$ cat config.mk
export PLATFORM = sky130hd
export DESIGN_NAME = mem_port_arbiter
export DESIGN_NICKNAME = d
export VERILOG_FILES = /design/src/rtl/mem_port_arbiter.sv
export SDC_FILE = /design/constraint.sdc
export NUM_CORES = 1
export LEC_CHECK = 0
export CORE_UTILIZATION = 42
export CTS_CLUSTER_SIZE = 16
export DETAILED_ROUTE_END_ITERATION = 16
export PLACE_DENSITY_LB_ADDON = 0.15
export SYNTH_ARGS = -nofsm -noshare
export SYNTH_HDL_FRONTEND = slang
export SYNTH_SLANG_ARGS = --single-unit
$ cat constraint.sdc
create_clock -name clk -period 1.75 [get_ports clk]
set_input_delay 0.2625 -clock clk [delete_from_list [all_inputs] [get_ports clk]]
set_output_delay 0.2625 -clock clk [all_outputs]
set_load 0.01 [all_outputs]
$ cat src/rtl/mem_port_arbiter.sv
// mem_port_arbiter: shares the CPU's single memory port with a DMA requester.
// Fixed CPU priority; a starvation counter forces a DMA grant after STARVE_MAX
// consecutive CPU grants while DMA is waiting. Req/ack handshake on both sides.
module mem_port_arbiter #(
  parameter int unsigned ADDR_W     = 32,
  parameter int unsigned DATA_W     = 32,
  parameter int unsigned MEM_LAT    = 1,
  parameter int unsigned STARVE_MAX = 8
) (
  input  logic              clk,
  input  logic              reset,
  input  logic              cpu_req,
  input  logic              cpu_we,
  input  logic [ADDR_W-1:0] cpu_addr,
  input  logic [DATA_W-1:0] cpu_wdata,
  output logic [DATA_W-1:0] cpu_rdata,
  output logic              cpu_ack,
  input  logic              dma_req,
  input  logic              dma_we,
  input  logic [ADDR_W-1:0] dma_addr,
  input  logic [DATA_W-1:0] dma_wdata,
  output logic [DATA_W-1:0] dma_rdata,
  output logic              dma_ack,
  output logic              mem_read,
  output logic              mem_write,
  output logic [ADDR_W-1:0] mem_addr,
  output logic [DATA_W-1:0] mem_wdata,
  input  logic [DATA_W-1:0] mem_rdata,
  output logic [1:0]        owner
);

  typedef enum logic [1:0] {
    IDLE  = 2'd0,
    ISSUE = 2'd1,
    WAIT  = 2'd2,
    DONE  = 2'd3
  } state_t;

  localparam logic [1:0] OWN_IDLE   = 2'b00;
  localparam logic [1:0] OWN_CPU    = 2'b01;
  localparam logic [1:0] OWN_DMA    = 2'b10;
  localparam logic [1:0] WAIT_INIT  = 2'(MEM_LAT - 1);
  localparam logic [3:0] STARVE_LIM = 4'(STARVE_MAX);

  state_t     state;
  logic       win_dma;     // latched winner: 1 = DMA, 0 = CPU
  logic       win_we;      // latched direction of the transaction in flight
  logic [1:0] wait_cnt;
  logic [3:0] starve_cnt;
  logic       dma_win;

  // DMA takes the port when the CPU is silent or the CPU has starved it long enough
  always_comb begin
    dma_win = 1'b0;
    if (dma_req && (!cpu_req || (starve_cnt == STARVE_LIM))) begin
      dma_win = 1'b1;
    end
  end

  // Transaction FSM: grant in IDLE, one-cycle strobe in ISSUE, latency in WAIT, ack in DONE.
  // Reads always pass through WAIT for MEM_LAT cycles (wait_cnt starts at MEM_LAT-1), so
  // mem_rdata is sampled MEM_LAT cycles after the issue cycle and read ack lands in cycle
  // MEM_LAT+2 for every legal MEM_LAT, including 1.
  always_ff @(posedge clk or negedge reset) begin
    if (!reset) begin
      state      <= IDLE;
      win_dma    <= 1'b0;
      win_we     <= 1'b0;
      wait_cnt   <= '0;
      starve_cnt <= '0;
      cpu_rdata  <= '0;
      dma_rdata  <= '0;
      cpu_ack    <= 1'b0;
      dma_ack    <= 1'b0;
      mem_read   <= 1'b0;
      mem_write  <= 1'b0;
      mem_addr   <= '0;
      mem_wdata  <= '0;
      owner      <= OWN_IDLE;
    end else begin
      mem_read  <= 1'b0;
      mem_write <= 1'b0;
      cpu_ack   <= 1'b0;
      dma_ack   <= 1'b0;
      case (state)
        IDLE: begin
          if (dma_win) begin
            win_dma    <= 1'b1;
            win_we     <= dma_we;
            mem_addr   <= dma_addr;
            mem_wdata  <= dma_wdata;
            mem_read   <= !dma_we;
            mem_write  <= dma_we;
            owner      <= OWN_DMA;
            starve_cnt <= '0;
            state      <= ISSUE;
          end else if (cpu_req) begin
            win_dma   <= 1'b0;
            win_we    <= cpu_we;
            mem_addr  <= cpu_addr;
            mem_wdata <= cpu_wdata;
            mem_read  <= !cpu_we;
            mem_write <= cpu_we;
            owner     <= OWN_CPU;
            if (!dma_req) begin
              starve_cnt <= '0;
            end else if (starve_cnt != STARVE_LIM) begin
              starve_cnt <= starve_cnt + 4'd1;
            end
            state <= ISSUE;
          end else begin
            starve_cnt <= '0;
          end
        end
        ISSUE: begin
          if (win_we) begin
            cpu_ack <= !win_dma;
            dma_ack <= win_dma;
            state   <= DONE;
          end else begin
            wait_cnt <= WAIT_INIT;
            state    <= WAIT;
          end
        end
        WAIT: begin
          if (wait_cnt == 2'd0) begin
            if (win_dma) begin
              dma_rdata <= mem_rdata;
            end else begin
              cpu_rdata <= mem_rdata;
            end
            cpu_ack <= !win_dma;
            dma_ack <= win_dma;
            state   <= DONE;
          end else begin
            wait_cnt <= wait_cnt - 2'd1;
          end
        end
        DONE: begin
          owner <= OWN_IDLE;
          state <= IDLE;
        end
        default: state <= IDLE;
      endcase
    end
  end

endmodule

==> run summary <==
Worst slew margin: 67.8%
Setup violations, final: 0
CP peak stage delay: 590 ps
fmax: 596 MHz
first-pass GRT wire length: 31.3 mm
hold_sp: cpu_req
crit path from: owner[1]$_DFFE_PN0P_
Reg2Reg Launch Point: state[0]$_DFFE_PN0P_
r2r worst-path depth: 5
DRC errors left: 0
worst path bufs/invs: 1
Die H: 128 um
Num CTS Buffers: 17
maximum VDD drop: 0.000722 V
final net count: 1,065
Lkg Pwr: 4.36 nW
final hold violation count: 0
largest net degree at the start of global routing: 49
average routed wire per standard cell: 17.6 um
Post-Place Setup Slack: -28.1 ps
M1 WL: 7.97 mm
CP max stage cell: clkdlybuf4s50_1
All-Layer GR Usage: 24.6%
FILL cells: 1,149
Port Buffers: 299
dominant cell type by area after synthesis: dfrtp_1
WL met2: 9.67 mm
actual slew at the worst max-slew pin: 482 ps
grt ovf: 0
Reg clk slew, reported paths: 60 ps
vias in the first global route: 6,164
pwr/cell area: 1720 nW/um2
die area: 16,400 um2
DR top layer: met4
Slew Limit Fails: 0
Storage cell area: 3600 um2
CP Data Required Time: 1490 ps
synthesized net count: 769
post-synthesis async set-or-reset flop share: 100%
CP delay by family, top: buffers and inverters
initial antenna violation count: 0
dpl hpwl: 13.9 mm
Synth Instances: 595
unrepaired setup endpoints after global routing: no
Routed Antenna Nets: 0
htree depth: 4
endpoint of the worst register-to-register path: cpu_rdata[23]$_DFFE_PN0P_
Starting Density: 43.5%
metal3 WL: 1.47 mm
final instance area: 10,600 um2
outcome: finished, final reports clean
hold depth: 3
Max FO, Critical Path: 3
vias per std cell: 5.36
Synth warnings: 0
sequential element share of the synthesized area: 54.1%
Clock Path Buffers: 2
dominant synthesized flop cell: dfrtp_1
Max-Cap Viols: 0
Detailed Route WL: 19.6 mm
r2r setup slk: 100 ps
layout cells sized above 1: 19.2%
Hold Crit Class: in -> reg
Cell Area, Synth: 6660 um2
core region area: 15,300 um2
clk sinks: 144
First-pass DRT Iterations: 5
Diodes inserted: 0
critical path class: reg -> out
die width: 128 um
worst path arrival time: 1420 ps
worst clock skew: 7.90 ps
hold path endpoint: owner[0]$_DFFE_PN0P_
Yosys reg bits: 144
Tcrit/Tclk final: 95.9%
critical path cell sequence: clkdlybuf4s50_1
clk_lat worst skew: 420 ps
setup TNS: 0 ps
Worst Setup Start Kind: register
Top Ports: 300
clock root buffer: clkbuf_16
site row count: 45
crit path capture type: output port
number of library cell types mapped by synthesis: 41
syn avg cell area: 11.2 um2
EDFF count, synth: 0
Setup Fix Bufs, Post-CTS: 0
placed cell areas: 10,000 um2
Final Critical Period: 1680 ps
Synth top area share: 54.1%
Setup WS post-layout: 72.2 ps
GP Congestion: 0.833
Area Overhead vs Synth: 59.0%
multi-input logic area: 2790 um2
initial DRC count: 301
ranking of synthesized cells by area: dfrtp_1 54%, mux2_2 11%, o211ai_2 7.5%
clock tree from TritonCTS: yes
DR vias: 5,976
[per-layer routing]
metal / track usage [%] / vias up
met5: 0 / -
met4: 10.7 / 0
met3: 6.47 / 41
met2: 42.0 / 280
met1: 29.3 / 2916
li1: - / 2739
[tightest hold or removal path, stage by stage]
cell and delay (ps):
buf_2 150, nand3_1 90, a31oi_1 80
[registers in the layout, summed over array words and instances, names as in the netlist, 2 cells and up]
name and count:
cpu_rdata 32, dma_rdata 32, mem_addr 32, mem_wdata 32
owner 2, starve_cnt 4, state 2, wait_cnt 2
[report_power, final]
group | switching [mW] | total, mW | internal (mW)
Clock | 1.43 | 3.45 | 2.02
Sequential | 0.903 | 5.84 | 4.93
Combinational | 3.94 | 8.92 | 4.98
[timing repair]
item | CTS | global route
setup endpoints to repair | 0 | 45
hold endpoints to repair | 43 | 0
gates resized for setup | 0 | 2
hold buffers | 1 | 0
[placed cells by master (no fill, tap or decap), types with 2 or more instances in the layout]
cell type	count
nor2_1	6
clkbuf_8	2
dfrtp_1	144
inv_1	10
nor2b_1	2
nand2_1	133
o211ai_1	25
a21oi_1	6
nor3b_1	3
nand3_1	7
buf_4	19
o31ai_1	2
o21ai_0	2
o211ai_2	40
buf_6	2
clkinvlp_4	6
clkinv_2	4
clkbuf_16	17
nand4_1	64
nor3_1	2
clkdlybuf4s50_1	297
a31oi_1	3
mux2_2	66
ha_1	7
buf_12	9
[metrics by stage]
stage | power (mW) | std cells | hold slack, ps | util [%]
global placement | 14.5 | 1082 | 238 | 65.3
detailed placement | 14.8 | 1082 | 236 | 65.3
finish | 18.2 | 1115 | 213 | 69.2
floorplan | 10.1 | 595 | -33.1 | -
global route | 19.3 | 1115 | 243 | 69.2
CTS | 18.3 | 1115 | 194 | 69.1
[layout make-up]
class / instances / area share, %
multi-input cells: 389 / 26.3
well taps: 211 / 2.49
repair buffers: 329 / 31.5
clock buffers: 19 / 4.28
flip-flops and latches: 144 / 34.0
inverters: 10 / 0.354
clock inverters: 13 / 1.06
[worst max-delay path by stage]
stage / to / slack (ps) / cells past startpoint
floorplan: mem_addr[2]$_DFFE_PN0P_ / 130 / 8
global placement: mem_addr[13]$_DFFE_PN0P_ / 90 / 6
detailed placement: mem_addr[5]$_DFFE_PN0P_ / -30 / 6
CTS: owner[1] / 40 / 1
global route: mem_addr[12]$_DFFE_PN0P_ / 6 / 6
finish: owner[1] / 70 / 1
[cells by family (layout without fill, tap and decap cells)]
group	count (synthesis)	count (layout)	share of synthesized area (%)
buffers and inverters	62	371	4.45
multiplexers	66	66	11.2
adder cells (fa/ha/maj)	8	8	1.50
AO/OA/AOI/OAI	89	89	12.8
AND/OR/NAND/NOR	226	226	16.0
flip-flops	144	144	54.1
[cell usage after synthesis, types with 2 or more instances]
| library cell | count |
|---|---|
| nor3_1 | 2 |
| nand3_1 | 7 |
| buf_6 | 5 |
| buf_1 | 5 |
| nand2_1 | 133 |
| nor2b_1 | 2 |
| o211ai_2 | 40 |
| inv_1 | 10 |
| nor3b_1 | 3 |
| buf_2 | 21 |
| o31ai_1 | 2 |
| a31oi_1 | 3 |
| nand4_1 | 64 |
| dfrtp_1 | 144 |
| clkbuf_1 | 21 |
| o211ai_1 | 25 |
| o21ai_0 | 2 |
| ha_1 | 8 |
| mux2_2 | 66 |
| a21oi_1 | 6 |
| nor2_1 | 6 |
Power figures use the tool's default switching activity.
